**src/rtl/fnd_pkg.sv**
```systemverilog
// rtl/fnd_pkg.sv - shared constants, glyph table and helpers for the FND scanner
//
// Purpose : glyph table, segment-off constant, slot state type and
//           width helper used by fnd_glyph_sel and fnd_scan_ndigit.
// Ports   : none (package).

package fnd_pkg;

  typedef enum logic {
    SLOT_BLANK = 1'b0,
    SLOT_SHOW  = 1'b1
  } slot_state_t;

  // Active-high segment word {a,b,c,d,e,f,g,dp}; all segments dark.
  localparam logic [7:0] SEG_OFF = 8'h00;

  // Entry n is the active-high glyph for hex digit n; dp bit is always 0.
  localparam logic [15:0][7:0] GLYPH_TAB = {
    8'h8E, 8'h9E, 8'h7A, 8'h9C, 8'h3E, 8'hEE, 8'hF6, 8'hFE,
    8'hE0, 8'hBE, 8'hB6, 8'h66, 8'hF2, 8'hDA, 8'h60, 8'hFC
  };

  function automatic logic [7:0] hex_to_seg(input logic [3:0] nibble);
    return GLYPH_TAB[nibble];
  endfunction

  // Bits needed to hold values 0..value-1.
  function automatic int clog2(input int value);
    int r;
    r = 0;
    for (int i = 0; i < 31; i++) begin
      if ((1 << i) < value) r = i + 1;
    end
    return r;
  endfunction

endpackage

```
**src/rtl/fnd_glyph_sel.sv**
```systemverilog
// rtl/fnd_glyph_sel.sv - combinational glyph selection with leading-zero blanking
//
// Purpose : picks the active-high segment word for the digit addressed by idx.
// Ports   : idx      - digit currently scanned
//           hex_in   - nibble k drives digit k (digit 0 rightmost)
//           dp_in    - decimal point per digit
//           digit_en - 1 = digit may light
//           lzb_en   - leading-zero blanking enable
//           glyph    - active-high {a..g,dp}

module fnd_glyph_sel
  import fnd_pkg::*;
#(
  parameter int NUM_DIGITS = 4,
  parameter int IDX_W      = 2
) (
  input  logic [IDX_W-1:0]        idx,
  input  logic [4*NUM_DIGITS-1:0] hex_in,
  input  logic [NUM_DIGITS-1:0]   dp_in,
  input  logic [NUM_DIGITS-1:0]   digit_en,
  input  logic                    lzb_en,
  output logic [7:0]              glyph
);

  logic [NUM_DIGITS-1:0] lz_blank;

  // Walk from the most significant digit down; a digit is a leading zero
  // while every digit from the top down to it is zero or disabled.
  always_comb begin
    logic run_zero;
    run_zero = 1'b1;
    lz_blank = '0;
    for (int k = NUM_DIGITS - 1; k >= 0; k--) begin
      run_zero    = run_zero & ((hex_in[4*k +: 4] == 4'h0) | ~digit_en[k]);
      lz_blank[k] = run_zero & (k != 0);
    end
  end

  always_comb begin
    glyph = SEG_OFF;
    for (int k = 0; k < NUM_DIGITS; k++) begin
      if (idx == IDX_W'(k)) begin
        if (!digit_en[k]) begin
          glyph = SEG_OFF;
        end else if (lzb_en && lz_blank[k]) begin
          glyph = {7'b0, dp_in[k]};
        end else begin
          glyph = hex_to_seg(hex_in[4*k +: 4]) | {7'b0, dp_in[k]};
        end
      end
    end
  end

endmodule

```
**src/rtl/fnd_scan_ndigit.sv**
```systemverilog
// rtl/fnd_scan_ndigit.sv - N-digit time-multiplexed 7-segment display scanner
//
// Purpose : scans NUM_DIGITS digits, DIV = CLK_HZ/SCAN_HZ cycles per slot,
//           with BLANK_CYCLES all-off cycles at the start of each slot.
//           Optional build macro FND_BRIGHTNESS_EN adds 16-step PWM dimming.
// Ports   : clk        - system clock
//           rst_n      - asynchronous active-low reset
//           hex_in     - nibble k = digit k, digit 0 rightmost
//           dp_in      - decimal point per digit
//           digit_en   - 1 = digit may light
//           lzb_en     - leading-zero blanking enable
//           brightness - PWM level 0..15 (FND_BRIGHTNESS_EN only)
//           seg        - {a,b,c,d,e,f,g,dp}, polarity per SEG_ACTIVE_LOW
//           dig        - one-hot digit select, polarity per DIG_ACTIVE_LOW
//           frame_tick - one-cycle pulse after the last digit's slot ends

module fnd_scan_ndigit
  import fnd_pkg::*;
#(
  parameter int NUM_DIGITS     = 4,
  parameter int CLK_HZ         = 100_000_000,
  parameter int SCAN_HZ        = 960,
  parameter int BLANK_CYCLES   = 16,
  parameter int SEG_ACTIVE_LOW = 0,
  parameter int DIG_ACTIVE_LOW = 1
) (
  input  logic                    clk,
  input  logic                    rst_n,
  input  logic [4*NUM_DIGITS-1:0] hex_in,
  input  logic [NUM_DIGITS-1:0]   dp_in,
  input  logic [NUM_DIGITS-1:0]   digit_en,
  input  logic                    lzb_en,
`ifdef FND_BRIGHTNESS_EN
  input  logic [3:0]              brightness,
`endif
  output logic [7:0]              seg,
  output logic [NUM_DIGITS-1:0]   dig,
  output logic                    frame_tick
);

  localparam int DIV   = CLK_HZ / SCAN_HZ;
  localparam int CNT_W = clog2(DIV);
  localparam int IDX_W = (NUM_DIGITS > 1) ? clog2(NUM_DIGITS) : 1;

  localparam logic [CNT_W-1:0] SLOT_LAST = CNT_W'(DIV - 1);
  localparam logic [IDX_W-1:0] IDX_LAST  = IDX_W'(NUM_DIGITS - 1);

  // XOR masks that turn active-high internal words into pin polarity;
  // they are also the "everything off" pin values.
  localparam logic [7:0] SEG_IDLE = (SEG_ACTIVE_LOW != 0) ? ~SEG_OFF : SEG_OFF;
  localparam logic [NUM_DIGITS-1:0] DIG_OFF =
    (DIG_ACTIVE_LOW != 0) ? {NUM_DIGITS{1'b1}} : {NUM_DIGITS{1'b0}};

  logic [CNT_W-1:0]      slot_cnt;
  logic [IDX_W-1:0]      idx;
  slot_state_t           state;
  logic                  slot_wrap;
  logic                  pwm_on;
  logic [7:0]            glyph;
  logic [7:0]            seg_next;
  logic [NUM_DIGITS-1:0] dig_next;

  fnd_glyph_sel #(
    .NUM_DIGITS (NUM_DIGITS),
    .IDX_W      (IDX_W)
  ) u_glyph_sel (
    .idx      (idx),
    .hex_in   (hex_in),
    .dp_in    (dp_in),
    .digit_en (digit_en),
    .lzb_en   (lzb_en),
    .glyph    (glyph)
  );

`ifdef FND_BRIGHTNESS_EN
  logic [3:0] pwm_cnt;

  always_ff @(posedge clk or negedge rst_n) begin
    if (!rst_n) pwm_cnt <= 4'd0;
    else        pwm_cnt <= pwm_cnt + 4'd1;
  end

  assign pwm_on = (pwm_cnt <= brightness);
`else
  assign pwm_on = 1'b1;
`endif

  assign slot_wrap = (slot_cnt == SLOT_LAST);

  // Slot phase is a pure decode of slot_cnt; outputs for the next cycle.
  always_comb begin
    state    = (int'(slot_cnt) < BLANK_CYCLES) ? SLOT_BLANK : SLOT_SHOW;
    seg_next = SEG_OFF;
    dig_next = '0;
    if (state == SLOT_SHOW && pwm_on) begin
      seg_next = glyph;
      for (int k = 0; k < NUM_DIGITS; k++) begin
        dig_next[k] = (idx == IDX_W'(k));
      end
    end
  end

  always_ff @(posedge clk or negedge rst_n) begin
    if (!rst_n) begin
      slot_cnt   <= '0;
      idx        <= '0;
      frame_tick <= 1'b0;
      seg        <= SEG_IDLE;
      dig        <= DIG_OFF;
    end else begin
      slot_cnt   <= slot_wrap ? '0 : slot_cnt + CNT_W'(1);
      if (slot_wrap) begin
        idx <= (idx == IDX_LAST) ? '0 : idx + IDX_W'(1);
      end
      frame_tick <= slot_wrap && (idx == IDX_LAST);
      seg        <= seg_next ^ SEG_IDLE;
      dig        <= dig_next ^ DIG_OFF;
    end
  end

endmodule

```
**config.mk**
```make
export PLATFORM = sky130hd
export DESIGN_NAME = fnd_scan_ndigit
export DESIGN_NICKNAME = d
export VERILOG_FILES = /design/src/rtl/fnd_pkg.sv /design/src/rtl/fnd_glyph_sel.sv /design/src/rtl/fnd_scan_ndigit.sv
export SDC_FILE = /design/constraint.sdc
export NUM_CORES = 1
export LEC_CHECK = 0
export CAP_MARGIN = 0
export CORE_ASPECT_RATIO = 0.8
export CORE_MARGIN = 2
export CORE_UTILIZATION = 58
export CTS_CLUSTER_DIAMETER = 30
export CTS_CLUSTER_SIZE = 24
export DETAILED_ROUTE_END_ITERATION = 7
export PLACE_DENSITY = 0.85
export SYNTH_ARGS = -nofsm -noshare
export SYNTH_HDL_FRONTEND = slang
export SYNTH_SLANG_ARGS = --single-unit
```
**constraint.sdc**
```tcl
create_clock -name clk -period 3.4 [get_ports clk]
set_input_delay 0.34 -clock clk [delete_from_list [all_inputs] [get_ports clk]]
set_output_delay 0.34 -clock clk [all_outputs]
set_load 0.005 [all_outputs]
```
==> metrics.txt <==
hold_ws=a little under 0.5 ns; Placer Congestion=~0.89; worst setup margin=roughly 1.2 ns; Syn. warnings=0; Max Fanout on Critical Path=6; Critical Path Sink Type=flip-flop; Net Count, Synth=around 360; first-pass GRT wire length=10000 um; peak supply drop=approximately 0.19 mV; synthesized area per cell=a little under 9 um2; Worst R2R Setup Slack=between 1 and 1.5 ns; initial DRC count=roughly 230; cts hold-fix bufs=0; Max-slew headroom=just over 60%; final setup violation count=0; Worst Skew=0.00661 ns; maximum buffer depth of the clock tree=2; Unique masters post-synth=48; diode count=0; fmax=between 400 and 500 MHz; WL final=roughly 6000 um; CTS tree=yes; Ports=40; crit share post-route=between 60% and 70%; Pleak=1.37 nW; Cells after DPL=about 380; GR Overflow Total=0; Mapped Area=about 2700 um2; FF+latch area=between 800 and 900 um2; Startpoint Class=input port; Critical Path AT=between 2 and 2.5 ns; post-CTS sizing=0; CTS sink count=32; Worst path slowest cell=clkdlybuf4s50_1; Area Growth Syn to Fin=18.0%; GR Util All Layers=~25%; Slew @ Worst Pin=~0.59 ns; synth cell count leaders=ha_1, dfrtp_1, nor2_1; register area share after synthesis=about 30%; Detailed Place HPWL=4550 um; Synth Flop Type=dfrtp_1; CTS Root Cell=clkbuf_8; Post-synth EDFFs=0; Routed WL per cell=about 15 um; Pwr Density=about 300 nW/um2; DRC viols=0; post-route antenna net violation count=0; share of the synthesized area in the top cell type=roughly a quarter; most numerous cell in the Yosys netlist=ha_1; TNS Setup=0 ns; Fillers=336; Place WS=slightly below 1 ns; die width=79.6 um; Via Count=between 2000 and 2500; Cells after Synth=roughly 300; Max Cap Viol=0; port bufs=39; DIE HEIGHT=about 64 um; total iterations of the first detailed-routing run=5; area leader, netlist=dfrtp_1; Final Hold Fails=0; post-layout net count=a little under 400; total core area=4280 um2; crit path time final=between 2 and 2.5 ns; largest net degree at the start of global routing=33; Multi-input gate area=~1700 um2; status=completed; Worst Path Required=between 3 and 4 ns; vias per cell=between 5 and 6; Clock Latency Late Sink=around 0.29 ns; Worst-path clk slew=~0.070 ns; ratio of cells with drive above 1 in the final layout=under 10%; worst hold path class=in -> async; Pins Over Slew Limit=0; setup bufs post-CTS=0; final non-filler cell total=~390; die area=between 5000 and 6000 um2; H-tree depth=2; Initial Util=between 60 and 70%; CP max stage delay=~0.57 ns; crit path kind=in -> reg; RSZ-0062 raised after global routing=false; Rows=21; initial antenna violation count=0; vias in the first global route=roughly 2100; post-synthesis async set-or-reset flop share=100%; TritonCTS Buffers=5; Synth area leaders=dfrtp_1, ha_1, dfstp_2; crit-path cells=clkdlybuf4s50_1 -> inv_1 -> ha_1 -> mux2_1 -> a2111oi_0 -> nor2_1 -> a21oi_1 -> o211a_1; Yosys reg bits=32
through the flow:
stage / cell area, um2 / utilization [%] / total power [W]
6_report: 3130 / 73.1 / 0.000934
5_1_grt: 3130 / 73.1 / 0.000968
4_1_cts: 3130 / 73.1 / 0.000932
3_5_place_dp: 3020 / 70.6 / 0.000575
3_3_place_gp: 3020 / 70.6 / 0.000570
2_1_floorplan: 2650 / - / 0.000494
power by group:
group          internal [W]  total, W  leakage, nW  switching [W]
Clock              0.000217  0.000363       0.0552       0.000145
Combinational     0.0000902  0.000181        0.912      0.0000906
Sequential         0.000388  0.000390        0.407     0.00000227
placed cells by master (no fill, tap or decap), types with 4 or more instances in the layout:
master and n:
o211a_1 4, clkdlybuf4s50_1 39, a211oi_1 4, a31oi_1 4, ha_1 29, o21ai_0 21, dfrtp_1 28, and3_1 7
xor2_1 8, nor2_1 27, xnor2_1 7, inv_1 18, dfstp_2 4, nor3_1 7, mux2i_1 7, nor2b_1 7
nand2_1 25, clkbuf_8 5, a21oi_1 10, nand4_1 8, nand3_1 12
registers in the layout (all words and copies together) (netlist names):
| name | count |
|---|---|
| frame_tick | 1 |
| idx | 2 |
| slot_cnt | 17 |
| seg | 8 |
| dig | 4 |
per-layer routing:
layer,global-route usage (%),routed length (um),vias to the layer above
met2,36.7,2520,108
met3,5.01,389,11
met4,6.03,100,0
met1,37.8,2970,1070
met5,0,0,-
li1,-,-,1129
logic make-up after synthesis:
group | Yosys count | synth area share [%]
buffers and inverters | 35 | 6.32
adders and majority gates | 29 | 13.7
and+or+nand+nor | 110 | 21.1
muxes | 16 | 7.74
AOI/OAI and AO/OA | 62 | 15.8
DFF | 32 | 30.4
xor gates and xnor gates | 15 | 4.95
worst max-delay path: cells and delay by family:
| family | cells | cell delay [ns] |
|---|---|---|
| mux | 1 | 0.30 |
| fa+ha+maj | 1 | 0.26 |
| compound gates | 3 | 0.74 |
| buf+inv | 2 | 0.69 |
| simple gates | 1 | 0.07 |
final timing paths:
| kind | depth (start not counted) | start | end |
|---|---|---|---|
| max | 8 | hex_in[1] | seg[2] |
| min | 2 | rst_n | slot_cnt[10] |
| max reg2reg | 6 | idx[0] | seg[6] |
| min reg2reg | 1 | slot_cnt[14] | slot_cnt[14] |
| max in group asynchronous | 2 | rst_n | dig[3] |
| min in group clk | 1 | slot_cnt[14] | slot_cnt[14] |
final cells by class:
| type | instances | share of cell area, % |
|---|---|---|
| timing repair buffer | 40 | 12.7 |
| inverter | 18 | 2.16 |
| clock buffer | 6 | 2.32 |
| clock inverter | 2 | 1.12 |
| multi-input combinational | 232 | 53.7 |
| tap | 57 | 2.28 |
| sequential | 32 | 25.7 |
No activity file was read; power rests on OpenSTA's default activity.
